$ cat src/rtl/cpu_pkg.sv
// Shared CPU definitions: default widths, PC step, reset PC and fetch FSM encoding.
package cpu_pkg;

    localparam int          ADDR_W_DEF   = 32;
    localparam int          INSTR_W_DEF  = 32;
    localparam int          PC_STEP      = 4;
    localparam logic [31:0] RESET_PC_DEF = 32'd0;

    typedef enum logic [1:0] {
        ST_IDLE  = 2'd0,
        ST_FETCH = 2'd1,
        ST_FAULT = 2'd2
    } fetch_state_e;

endpackage

$ cat src/rtl/fetch_queue.sv
// Synchronous prefetch FIFO with push/pop/flush; head is read straight from storage.
module fetch_queue #(
    parameter  int DEPTH = 4,
    parameter  int W     = 64,
    localparam int PTR_W = $clog2(DEPTH),
    localparam int CNT_W = PTR_W + 1
) (
    input  logic             clk,
    input  logic             reset,
    input  logic             push,
    input  logic             pop,
    input  logic             flush,
    input  logic [W-1:0]     push_data,
    output logic [W-1:0]     head_data,
    output logic [CNT_W-1:0] count
);

    logic [W-1:0]     mem_q [DEPTH];
    logic [W-1:0]     mem_d [DEPTH];
    logic [PTR_W-1:0] wr_ptr_q, wr_ptr_d;
    logic [PTR_W-1:0] rd_ptr_q, rd_ptr_d;
    logic [CNT_W-1:0] count_q, count_d;
    logic             pop_ok;

    always_comb begin
        mem_d    = mem_q;
        wr_ptr_d = wr_ptr_q;
        rd_ptr_d = rd_ptr_q;
        count_d  = count_q;
        pop_ok   = pop && (count_q != '0);
        if (flush) begin
            wr_ptr_d = '0;
            rd_ptr_d = '0;
            count_d  = '0;
        end else begin
            // When full with a pop, the write lands in the slot being vacated.
            if (push) begin
                mem_d[wr_ptr_q] = push_data;
                wr_ptr_d        = wr_ptr_q + PTR_W'(1);
            end
            if (pop_ok) begin
                rd_ptr_d = rd_ptr_q + PTR_W'(1);
            end
            count_d = count_q + CNT_W'(push) - CNT_W'(pop_ok);
        end
    end

    always_ff @(posedge clk) begin
        if (reset) begin
            mem_q    <= '{default: '0};
            wr_ptr_q <= '0;
            rd_ptr_q <= '0;
            count_q  <= '0;
        end else begin
            mem_q    <= mem_d;
            wr_ptr_q <= wr_ptr_d;
            rd_ptr_q <= rd_ptr_d;
            count_q  <= count_d;
        end
    end

    assign head_data = mem_q[rd_ptr_q];
    assign count     = count_q;

endmodule

$ cat src/rtl/fetch_unit.sv
// Instruction fetch controller: PC sequencing, prefetch queue toward decode, redirect flush.
// Optional misaligned-redirect trap enabled by defining FETCH_MISALIGN_TRAP_EN.
module fetch_unit
    import cpu_pkg::*;
#(
    parameter  int          ADDR_W      = ADDR_W_DEF,
    parameter  int          INSTR_W     = INSTR_W_DEF,
    parameter  int          QUEUE_DEPTH = 4,
    parameter  logic [31:0] RESET_PC    = RESET_PC_DEF,
    localparam int          CNT_W       = $clog2(QUEUE_DEPTH) + 1
) (
    input  logic               clk,
    input  logic               reset,
    input  logic               fetch_en,
    output logic [ADDR_W-1:0]  imem_addr,
    input  logic [INSTR_W-1:0] imem_instr,
    input  logic               redirect_valid,
    input  logic [ADDR_W-1:0]  redirect_pc,
    output logic               out_valid,
    input  logic               out_ready,
    output logic [INSTR_W-1:0] out_instr,
    output logic [ADDR_W-1:0]  out_pc,
    output logic [CNT_W-1:0]   queue_count,
    output logic               fault,
    output logic [1:0]         dbg_state
);

    // Handshake: a head entry transfers on any rising edge where out_valid && out_ready;
    // the head stays stable while out_valid is high and out_ready is low.

    fetch_state_e       state_q, state_d, state_by_en;
    logic [ADDR_W-1:0]  fetch_pc_q, fetch_pc_d;
    logic               push, pop, full;
    logic [ADDR_W+INSTR_W-1:0] head_data;

    assign full = (queue_count == CNT_W'(QUEUE_DEPTH));
    assign pop  = out_valid && out_ready;

`ifdef FETCH_MISALIGN_TRAP_EN
    logic fault_q, fault_d;
`endif

    always_comb begin
        state_d     = state_q;
        fetch_pc_d  = fetch_pc_q;
        push        = 1'b0;
        state_by_en = fetch_en ? ST_FETCH : ST_IDLE;
`ifdef FETCH_MISALIGN_TRAP_EN
        fault_d     = fault_q;
`endif
        if (state_q != ST_FAULT) begin
            state_d = state_by_en;
        end
        if (redirect_valid) begin
`ifdef FETCH_MISALIGN_TRAP_EN
            if (redirect_pc[1:0] != 2'b00) begin
                state_d = ST_FAULT;
                fault_d = 1'b1;
            end else begin
                fetch_pc_d = redirect_pc;
                fault_d    = 1'b0;
                state_d    = state_by_en;
            end
`else
            fetch_pc_d = redirect_pc & ~ADDR_W'(3);
`endif
        end else if (state_q == ST_FETCH && fetch_en && (!full || pop)) begin
            push       = 1'b1;
            fetch_pc_d = fetch_pc_q + ADDR_W'(PC_STEP);
        end
    end

    always_ff @(posedge clk) begin
        if (reset) begin
            state_q    <= ST_IDLE;
            fetch_pc_q <= RESET_PC[ADDR_W-1:0];
        end else begin
            state_q    <= state_d;
            fetch_pc_q <= fetch_pc_d;
        end
    end

`ifdef FETCH_MISALIGN_TRAP_EN
    always_ff @(posedge clk) begin
        if (reset) begin
            fault_q <= 1'b0;
        end else begin
            fault_q <= fault_d;
        end
    end
    assign fault = fault_q;
`else
    assign fault = 1'b0;
`endif

    fetch_queue #(
        .DEPTH (QUEUE_DEPTH),
        .W     (ADDR_W + INSTR_W)
    ) u_queue (
        .clk       (clk),
        .reset     (reset),
        .push      (push),
        .pop       (pop),
        .flush     (redirect_valid),
        .push_data ({fetch_pc_q, imem_instr}),
        .head_data (head_data),
        .count     (queue_count)
    );

    assign imem_addr = fetch_pc_q;
    assign out_valid = (queue_count != '0);
    assign out_pc    = head_data[ADDR_W+INSTR_W-1:INSTR_W];
    assign out_instr = head_data[INSTR_W-1:0];
    assign dbg_state = state_q;

endmodule

$ cat config.mk
export PLATFORM = sky130hd
export DESIGN_NAME = fetch_unit
export DESIGN_NICKNAME = d
export VERILOG_FILES = /design/src/rtl/cpu_pkg.sv /design/src/rtl/fetch_queue.sv /design/src/rtl/fetch_unit.sv
export SDC_FILE = /design/constraint.sdc
export NUM_CORES = 1
export LEC_CHECK = 0
export CAP_MARGIN = 20
export CORE_MARGIN = 2
export CORE_UTILIZATION = 49
export CTS_CLUSTER_SIZE = 30
export DETAILED_ROUTE_END_ITERATION = 8
export PLACE_DENSITY = 0.76
export SETUP_SLACK_MARGIN = 0.1
export SKIP_CTS_REPAIR_TIMING = 1
export SYNTH_ARGS = -nofsm -noshare
export SYNTH_HDL_FRONTEND = slang
export SYNTH_SLANG_ARGS = --single-unit
$ cat constraint.sdc
create_clock -name clk -period 2.1 [get_ports clk]
set_input_delay 0.21 -clock clk [delete_from_list [all_inputs] [get_ports clk]]
set_output_delay 0.21 -clock clk [all_outputs]
set_load 0.01 [all_outputs]
# [Word level (Yosys, flattened, before mapping)]
# Cells that the tools add are included.
[totals] regBits=297
[op_classes] addsub=5 reduce_logical=11 n_lt_le_gt_ge=3 eq_ne=3 bitwise_logic=3 mux=11
[op_table] op="256-bit bitwise mux" n=1
[op_table] op="64-bit 2-to-1 mux" n=3
[op_table] op="64-bit binary-select mux with 2-bit select" n=1
[op_table] op="64-bit demux with 2-bit select" n=1
[op_table] op="32-bit 2-to-1 mux" n=2
[op_table] op="32-bit by 3-bit adder with 32-bit output (second input constant)" n=1
[op_table] op="3-bit >= comparator (second input constant)" n=2
[op_table] op="2-bit NOT with 3-bit output" n=2
[op_table] op="1-bit logical AND" n=5
[op_table] op="2-bit by 1-bit adder with 2-bit output (second input constant)" n=2
[op_table] op="3-bit by 1-bit adder with 3-bit output" n=1
[op_table] op="3-bit == test (second input constant)" n=1
[op_table] op="3-bit by 1-bit < comparator with 1-bit output (second input constant)" n=1
[op_table] op="1-bit 2-to-1 mux" n=3
[op_table] op="3-bit nonzero test" n=1
[op_table] op="3-bit by 1-bit subtractor with 3-bit output" n=1
[op_table] op="2-bit by 1-bit == test with 1-bit output (second input constant)" n=1
[op_table] op="2-bit inequality test (second input constant)" n=1
[op_table] op="2-bit AND reduction" n=1
[op_table] op="2-bit nonzero test" n=1
[op_table] op="2-bit OR reduction" n=1
[op_table] op="1-bit zero test" n=1
[op_table] op="1-bit logical OR" n=1
[op_table] op="1-bit NOT" n=1

# [Logic depth before layout (Yosys ltp)]
# Gate-level depths: netlist of run 1.
[depth] word_depth=8 ltp_mapped=9

# [By module]
# A second synthesis of run 1 with hierarchy kept.
[hier_totals] hier_cells=1439 area_unflattened_um2=12679.7
[by_module_without_submodules] mod="fetch_queue" instances=1 seq_area_each_um2=5265.0 area_each_um2=10906.7 cells_each=1235
[by_module_without_submodules] mod="fetch_unit" instances=1 seq_area_each_um2=620.6 area_each_um2=1773.0 cells_each=204

# [Least setup slack after synthesis of run 1]
# OpenSTA, ideal clock, no wires.
[synth_timing] path_type="register -> register" start="register u_queue.count_q[2] (netlist: u_queue.count[2])" end="register u_queue.count_q[2] (netlist: u_queue.count[2])" path_stages_with_launch=10 setup_slack_ns=-0.192 t_arrival_ns=2.168 n_path_buf=0 setup_time_ns=0.124 path_cell_list="dfxtp_1 -> or3_1 -> and2_1 -> ha_1 -> inv_1 -> ha_1 -> fa_1 -> xnor2_1 -> xnor2_1 -> nor2_1"
[synth_rtl] element="start, declared" line_no="fetch_queue.sv:22" text="logic [CNT_W-1:0] count_q, count_d;"
[synth_rtl] element="start signal, assigned" line_no="fetch_queue.sv:58" text="count_q <= count_d;"
[synth_rtl] element="3-bit nonzero test (*)" line_no="fetch_unit.sv:111" text="assign out_valid = (queue_count != '0);"
[synth_rtl] element="named net out_valid" line_no="fetch_unit.sv:19" text="output logic out_valid,"
[synth_rtl] element="1-bit logical AND" line_no="fetch_unit.sv:37" text="assign pop = out_valid && out_ready;"
[synth_rtl] element="1-bit logical AND (*)" line_no="fetch_queue.sv:30" text="pop_ok = pop && (count_q != '0);"
[synth_rtl] element="named net u_queue.pop_ok" line_no="fetch_queue.sv:23" text="logic pop_ok;"
[synth_rtl] element="3-bit by 1-bit subtractor with 3-bit output (*)" line_no="fetch_queue.sv:44" text="count_d = count_q + CNT_W'(push) - CNT_W'(pop_ok);"
# The timed path passes the listed nets; every way through them passes the cells marked *.
# A chain may end at the register's enable or synchronous reset.

# [Worst setup path in the final report of run 1]
[layout_timing] start="register u_queue.rd_ptr_q[0]" end="output port out_pc[20]"
[layout_between] elab_chain_cells=4
[layout_lines] element="start, declared" line_no="fetch_queue.sv:21" text="logic [PTR_W-1:0] rd_ptr_q, rd_ptr_d;"
[layout_lines] element="start signal, assigned" line_no="fetch_queue.sv:57" text="rd_ptr_q <= rd_ptr_d;"
[layout_lines] element="2-bit NOT with 3-bit output (not written as such)" line_no="fetch_queue.sv:62" text="assign head_data = mem_q[rd_ptr_q];"
[layout_lines] element="64-bit binary-select mux with 2-bit select" line_no="fetch_queue.sv:62"
[layout_lines] element="64-bit 2-to-1 mux (not written as such) (2 in series)" line_no="fetch_queue.sv:62"
[layout_lines] element="end, declared" line_no="fetch_unit.sv:22" text="output logic [ADDR_W-1:0] out_pc,"
# Every way passes these cells. The select of a mux whose other input is x is not followed.

==> results of run 1 <==
## layer usage
layer	GRT usage	up-vias
li1	-	5162
met1	0.350	5319
met2	0.441	490
met3	0.0351	70
met4	0.0747	0
met5	0	-
## per-stage QoR
| step | std cells | cell area, µm² |
|---|---|---|
| finish | 1966 | 16100 |
| floorplan | 1432 | 12100 |
| CTS | 1933 | 15600 |
| global route | 1966 | 16100 |
| detailed placement | 1878 | 14700 |
| global placement | 1878 | 14700 |
## final cells by class
cell class / count / area share
Inverter: 12 / 0.00281
Tap cell: 324 / 0.0253
Sequential cell: 286 / 0.357
Clock inverter: 6 / 0.00382
Clock buffer: 49 / 0.0575
Timing Repair Buffer: 283 / 0.183
Multi-Input combinational cell: 1006 / 0.370
## synthesized netlist by cell type
cell      count
nand4_4       1
nand4_1      11
dfxtp_1     286
inv_1        11
or4_1         2
buf_4         6
nor3_1        4
a311oi_1      4
fa_1          1
nand3b_1      1
o21ai_0       6
a21oi_1     253
ha_1          7
clkbuf_1    102
and3_1        3
conb_1        1
buf_2        15
and2_1        6
and4_1        2
and4_2        1
xor2_1       19
mux2_2        1
nor3_2        2
nor4_4        1
or2_2         1
mux4_2       62
a211oi_1     21
or3_1         5
inv_2         1
nand3_2       1
clkbuf_2      1
nor4_2        1
buf_1         4
nor4_1        3
nand3_1      11
nor2_1       36
xnor2_1      11
nor4b_1       1
nand2_1     521
nor2b_1       1
## cells in the final DEF, fill, tap and decap left out, types with 4 or more instances in the layout
cell,count
a211oi_1,20
a21oi_1,248
a21oi_2,5
and2_4,4
buf_12,31
buf_4,69
buf_6,20
clkbuf_1,10
clkbuf_16,42
clkbuf_2,48
clkbuf_8,9
clkdlybuf4s50_1,99
conb_1,6
dfxtp_1,280
dfxtp_2,4
ha_1,4
inv_1,9
mux4_2,62
nand2_1,516
nand2_2,5
nand3_1,11
nand4_1,11
nor2_1,35
nor3_1,4
o21ai_0,6
xnor2_1,9
xor2_1,19
## power breakdown
part | internal [mW] | switching (mW) | leakage, nW
clock | 3.11 | 2.14 | 0.482
combinational | 0.405 | 0.454 | 2.78
sequential | 5.49 | 0.0487 | 2.32
## final timing paths
path                                          end  slack (ns)  cells after the start
hold reg to reg    u_queue.mem_q[94]$_SDFFE_PP0P_        0.45                      2
setup / recovery                       out_pc[20]       -0.04                      4
hold / removal    u_queue.mem_q[130]$_SDFFE_PP0P_        0.22                      2
setup reg to reg      u_queue.count[2]$_SDFF_PP0_        0.01                      9
## sequential cells by signal, summed over array words and instances, names as in the netlist
name	cells
u_queue.mem_q	248
imem_addr	30
u_queue.count	3
u_queue.rd_ptr_q	2
u_queue.wr_ptr_q	2
dbg_state	1
## kinds of logic after synthesis
| group | synth area share |
|---|---|
| buf+inv | 0.0471 |
| flops | 0.475 |
| compound gates | 0.123 |
| other cells | 0.000311 |
| xor+xnor | 0.0218 |
| fa+ha+maj | 0.00892 |
| mux | 0.117 |
| simple gates | 0.207 |
==> results.txt, run 1 <==
crit path buf inv count: 3
DIE AREA: 25900 µm²
reg2reg start: u_queue.count[0]$_SDFF_PP0_
P&R area growth vs syn: 33.1%
met2 WL: 18.0 mm
synth warn: 0
first-pass GRT wire length: 54.6 mm
Fin Hold WS: 0.218 ns
Final Critical Period: 2.14 ns
Reg area: 5740 µm²
n_diodes: 0
final core occ: 0.662
Rows: 57
# fillers: 1901
starting density of the core: 0.497
GRT Residual Overflow: 0
post-synth top area cell: dfxtp_1
GRT Overall Usage: 0.260
Worst-Skew Late Latency: 0.55 ns
clk_skew: 0.0138 ns
multi-input logic area: 5950 µm²
CTS max path bufs: 3
port bufs: 163
Setup crit end kind: primary output
Die Ht: 161 µm
Post-DRT Antenna Nets: 0
count of state elements after synthesis: 286
WL/cell: 18.8 µm
Yosys top cell area share: 0.475
Die X: 161 µm
# DRC: 0
DR top layer: met4
worst-margin pin slew: 0.591 ns
startpoint types: register
CP startpoint: u_queue.rd_ptr_q[0]$_SDFFE_PP0P_
total wire length: 36.9 mm
Reg clk slew, reported paths: 0.06 ns
Hold WC Path Type: primary input to register
Synth Instances: 1427
worst setup margin: -0.0351 ns
num ports: 172
Pre-antenna DRT Iters: 7
Setup-failing EPs final: 15
clock root cell: clkbuf_16
Worst VDD drop: 0.566 mV
initial antenna violation count: 0
Slew HR: 0.606
fin. max-slew vios: 0
largest net degree at the start of global routing: 84
Netlist cell types: 40
Final Wtd Congestion: 0.875
Slowest Stage Delay on Critical Path: 0.56 ns
number of global-route vias before repair: 10500
Hold Vio Cnt, Final: 0
worst hold start: reset
core area: 24200 µm²
Final Cycle Share: 1.02
synthesized area per cell: 8.45 µm²
clock buffer count from CTS: 30
dpl hpwl: 21.8 mm
CTS tree: built
Leak: 5.58 nW
routed length on met1: 15.0 mm
share of layout cells above drive strength 1: 0.206
Pwr per Cell Area: 726 nW/µm²
status: finished with violations
Via Count: 11000
CTS H-tree depth: 1
Fmax: 0.468 GHz
sequential share of the synthesized area: 0.475
critical path required time: 1.89 ns
Final #Nets: 1696
Critical Path Fanout Max: 4
metal3 WL: 2.92 mm
failing checks: negative setup slack
Synth area leaders: dfxtp_1, nand2_1, mux4_2
CP Class: register to primary output
setup_tns: -0.234 ns
mapped cell area: 12100 µm²
Iter 0 DRT Violations: 963
CP arrival: 1.93 ns
maxcap violations: 0
total power: 11.6 mW
crit path cell chain: buf_12, clkbuf_16, mux4_2, buf_6
CTS Sinks: 286
RSZ-0062 raised after global routing: true
CP max-delay cell: mux4_2
CP top delay family: multiplexers
Post-Place Worst Slack: -0.164 ns
Via density: 5.62
(Power assumes the default switching activity.)
==> inputs of run 2 (changes only) <==
==> constraint.sdc (replaced) <==
create_clock -name clk -period 1.9 [get_ports clk]
set_input_delay 0.19 -clock clk [delete_from_list [all_inputs] [get_ports clk]]
set_output_delay 0.19 -clock clk [all_outputs]
set_load 0.01 [all_outputs]
==> run 2 against run 1 <==
The run still ends with negative setup slack left. Worst setup slack worse by 0.25 ns. Worst hold slack got worse by 0.035 ns. Clock-buffer cell count increased by 1. Highest routed layer unchanged.
==> results.txt, run 2 (synthesis results as in run 1) <==
Slowest Stage Delay on Critical Path: 0.52 ns
GRT met2 Usage: 0.423
met3 Resource Use GR: 0.0395
worst-margin pin slew: 0.632 ns
startpoint types: register
most frequent cells in the layout: nand2_1, dfxtp_1, a21oi_2, a21oi_1, nand2_4
reg2reg start: u_queue.count[0]$_SDFF_PP0_
Hold Vio Cnt, Final: 0
max reg flops: 248
status: finished with violations
Final Cycle Share: 1.15
Hold WC Path Type: primary input to register
core area: 24200 µm²
worst hold start: reset
maxcap violations: 0
crit path buf inv count: 3
Pre-antenna DRT Iters: 5
fin. max-slew vios: 0
initial antenna violation count: 0
clk_skew: 0.0156 ns
Critical Path Fanout Max: 7
largest net degree at the start of global routing: 89
first-pass GRT wire length: 54.4 mm
Leak: 7.39 nW
share of layout cells above drive strength 1: 0.379
failing checks: negative setup slack
Fin Hold WS: 0.183 ns
Worst-Skew Late Latency: 0.57 ns
starting density of the core: 0.497
# DRC: 0
CP max-delay cell: mux4_2
clock buffer count from CTS: 30
num ports: 172
CP arrival: 2.00 ns
Reg clk slew, reported paths: 0.06 ns
RSZ-0062 raised after global routing: true
P&R area growth vs syn: 51.8%
most common cell after layout, fill and taps aside: nand2_1
worst setup margin: -0.289 ns
dpl hpwl: 21.9 mm
crit path cell chain: buf_12, buf_8, mux4_2, dlymetal6s2s_1
Final Critical Period: 2.19 ns
Pwr per Cell Area: 722 nW/µm²
Die X: 161 µm
Via density: 5.97
CP startpoint: u_queue.rd_ptr_q[0]$_SDFFE_PP0P_
Final #Nets: 1721
critical path required time: 1.71 ns
WL/cell: 22.7 µm
Rows: 57
CTS tree: built
Slew HR: 0.579
total wire length: 45.1 mm
CP Class: register to primary output
clock root cell: clkbuf_16
CTS max path bufs: 3
routing usage on met1: 0.354
Setup crit end kind: primary output
Biggest register: u_queue.mem_q
Setup-failing EPs final: 177
Fmax: 0.457 GHz
number of global-route vias before repair: 10600
GRT Overall Usage: 0.258
GRT busiest layer: met2
Die Ht: 161 µm
Post-Place Worst Slack: -0.283 ns
Worst VDD drop: 0.514 mV
CTS H-tree depth: 1
final core occ: 0.755
Via Count: 11900
Iter 0 DRT Violations: 1252
Final Wtd Congestion: 0.881
CTS Sinks: 286
Post-DRT Antenna Nets: 0
DIE AREA: 25900 µm²
port bufs: 163
GRT Residual Overflow: 0
CP top delay family: buffers and inverters
n_diodes: 0
-- run 2: changes by cell type in the layout (fill, tap and decap cells not counted), moves of 8 or more --
| cell | previous run | this run |
|---|---|---|
| clkdlybuf4s50_1 | 99 | 90 |
| a21oi_2 | 5 | 129 |
| a21oi_1 | 248 | 124 |
| dlymetal6s2s_1 | 1 | 22 |
| nand2_2 | 5 | 15 |
| clkbuf_16 | 42 | 58 |
| nand2_4 | 0 | 114 |
| buf_4 | 69 | 55 |
| dfxtp_2 | 4 | 12 |
| nand2_1 | 516 | 388 |
| dfxtp_1 | 280 | 268 |
-- run 2: per-stage QoR --
step	setup TNS [ns]	instance area [µm²]	cells	power (mW)
floorplan	-0.336	12200	1432	6.67
global placement	-44.19	14700	1883	7.16
detailed placement	-53.27	14700	1883	7.17
CTS	-50.48	15700	1939	12.9
global route	-21.41	18300	1992	13.5
finish	-16.24	18300	1992	13.2
-- run 2: final cells by class --
cell class	instances	area (µm²)
flip-flops and latches	286	5760
multi-input cells	1007	7470
fillers	1498	5940
clock inverters	6	71.3
clock buffers	50	926
repair buffers	307	3630
inverters	12	45.0
well taps	324	405
-- run 2: power breakdown --
part | total (mW) | internal (mW) | switching, mW
Combinational | 1.15 | 0.496 | 0.653
Sequential | 6.13 | 6.07 | 0.0660
Clock | 5.93 | 3.44 | 2.49
-- run 2: routing by layer --
layer | part of all wire | up-vias
met1 | 0.39 | 5808
met3 | 0.10 | 137
met5 | 0 | -
li1 | - | 5236
met2 | 0.47 | 721
met4 | 0.038 | 0
-- run 2: final timing paths --
path,end,slack [ns],cells after the start
worst max-delay path,out_instr[29],-0.29,4
worst min-delay path,u_queue.mem_q[192]$_SDFFE_PP0P_,0.18,2
worst max register to register,u_queue.count[2]$_SDFF_PP0_,-0.24,9
worst min register to register,u_queue.mem_q[20]$_SDFFE_PP0P_,0.45,2
==> inputs of run 3 (changes only) <==
--- a/config.mk
+++ b/config.mk
@@ -7,10 +7,10 @@
 export LEC_CHECK = 0
 export CAP_MARGIN = 20
 export CORE_MARGIN = 2
-export CORE_UTILIZATION = 49
+export CORE_UTILIZATION = 43
 export CTS_CLUSTER_SIZE = 30
 export DETAILED_ROUTE_END_ITERATION = 8
-export PLACE_DENSITY = 0.76
+export PLACE_DENSITY = 0.68
 export SETUP_SLACK_MARGIN = 0.1
 export SKIP_CTS_REPAIR_TIMING = 1
 export SYNTH_ARGS = -nofsm -noshare
==> run 3 against run 2 <==
Register-to-register slack better by 0.02 ns. Design area increased by 4.0%. Clock power increased by 1%. Core utilization fell by 6.8 points. Critical endpoint is now out_pc[31]. First-iteration DRC count down 8.6%. Global-route usage down 2.3 points. Worst setup slack got worse by 0.017 ns. Sequential share of layout area decreased by 1.2 points. Critical path type unchanged. The run still ends with negative setup slack left.
==> results.txt, run 3 (synthesis results as in run 1) <==
core area: 27700 µm²
most common cell after layout, fill and taps aside: nand2_1
maxcap violations: 0
Via Count: 11900
CTS H-tree depth: 1
n_diodes: 0
failing checks: negative setup slack
Setup-failing EPs final: 227
critical path required time: 1.71 ns
fin. max-slew vios: 0
Pwr per Cell Area: 699 nW/µm²
worst setup margin: -0.305 ns
worst-margin pin slew: 0.572 ns
clock root cell: clkbuf_16
Fmax: 0.453 GHz
number of global-route vias before repair: 10700
max reg flops: 248
CP Class: register to primary output
Final Critical Period: 2.21 ns
Final Wtd Congestion: 0.828
WL/cell: 21.7 µm
Leak: 7.87 nW
Die Ht: 171 µm
CTS Sinks: 286
# fillers: 1874
clock buffer count from CTS: 31
DIE AREA: 29400 µm²
Setup crit end kind: primary output
Biggest register: u_queue.mem_q
starting density of the core: 0.435
Worst-Skew Late Latency: 0.58 ns
Hold WC Path Type: primary input to register
# DRC: 0
Slew HR: 0.618
Die X: 171 µm
startpoint types: register
Via density: 5.75
port bufs: 163
Iter 0 DRT Violations: 1144
Final Cycle Share: 1.16
Rows: 61
Reg clk slew, reported paths: 0.07 ns
GRT Residual Overflow: 0
most frequent cells in the layout: nand2_1, dfxtp_1, nand2_4, a21oi_2, a21oi_1
largest net degree at the start of global routing: 96
total wire length: 45.0 mm
CTS max path bufs: 3
first-pass GRT wire length: 55.1 mm
final core occ: 0.687
CP arrival: 2.02 ns
num ports: 172
GRT Overall Usage: 0.235
Worst VDD drop: 0.674 mV
initial antenna violation count: 0
clk_skew: 0.0290 ns
Hold Vio Cnt, Final: 0
Pre-antenna DRT Iters: 6
dpl hpwl: 22.3 mm
RSZ-0062 raised after global routing: true
Critical Path Fanout Max: 7
CTS tree: built
Post-Place Worst Slack: -0.337 ns
Final #Nets: 1750
share of layout cells above drive strength 1: 0.426
P&R area growth vs syn: 57.8%
Post-DRT Antenna Nets: 0
status: finished with violations
## run 3: path summary, 6_finish.rpt
check	endpoint	startpoint	cells past startpoint	slack, ns
max	out_pc[31]	u_queue.rd_ptr_q[0]$_SDFFE_PP0P_	5	-0.31
min	u_queue.mem_q[61]$_SDFFE_PP0P_	reset	2	0.15
max reg2reg	u_queue.count[2]$_SDFF_PP0_	u_queue.count[0]$_SDFF_PP0_	9	-0.22
min reg2reg	u_queue.mem_q[176]$_SDFFE_PP0P_	u_queue.mem_q[176]$_SDFFE_PP0P_	2	0.45
## run 3: through the flow
step	total power, mW	instance area, µm²	std cells	setup TNS [ns]	hold slack [ns]
floorplan	6.67	12200	1432	-0.336	0.318
CTS	13.1	15900	2003	-60.45	0.0870
finish	13.3	19000	2075	-17.82	0.153
global placement	7.18	14900	1946	-50.49	0.438
detailed placement	7.19	14900	1946	-68.14	0.443
global route	13.6	19000	2075	-31.17	0.174
## run 3: per-layer routing
layer | vias up | share of wire | global-route usage
met5 | - | 0 | 0
met4 | 0 | 0.042 | 0.0678
met3 | 142 | 0.086 | 0.0467
met2 | 645 | 0.46 | 0.392
met1 | 5847 | 0.41 | 0.311
li1 | 5304 | - | -
## run 3: critical path: stages, from the launching register on
cell and delay [ns]:
dfxtp_4 0.36, buf_12 0.16, buf_16 0.14, buf_4 0.12, mux4_2 0.49, buf_2 0.18
## run 3: cell type report
class,instances,area [µm²],area share
Clock buffer,43,901,0.0473
Clock inverter,14,114,0.00598
Inverter,12,45.0,0.00237
Multi-Input combinational cell,1007,7790,0.410
Sequential cell,286,5760,0.303
Tap cell,378,473,0.0249
Timing Repair Buffer,335,3950,0.207
## run 3: where the power goes
part	internal, mW	switching, mW
clock	3.44	2.55
sequential	6.07	0.0579
combinational	0.508	0.676
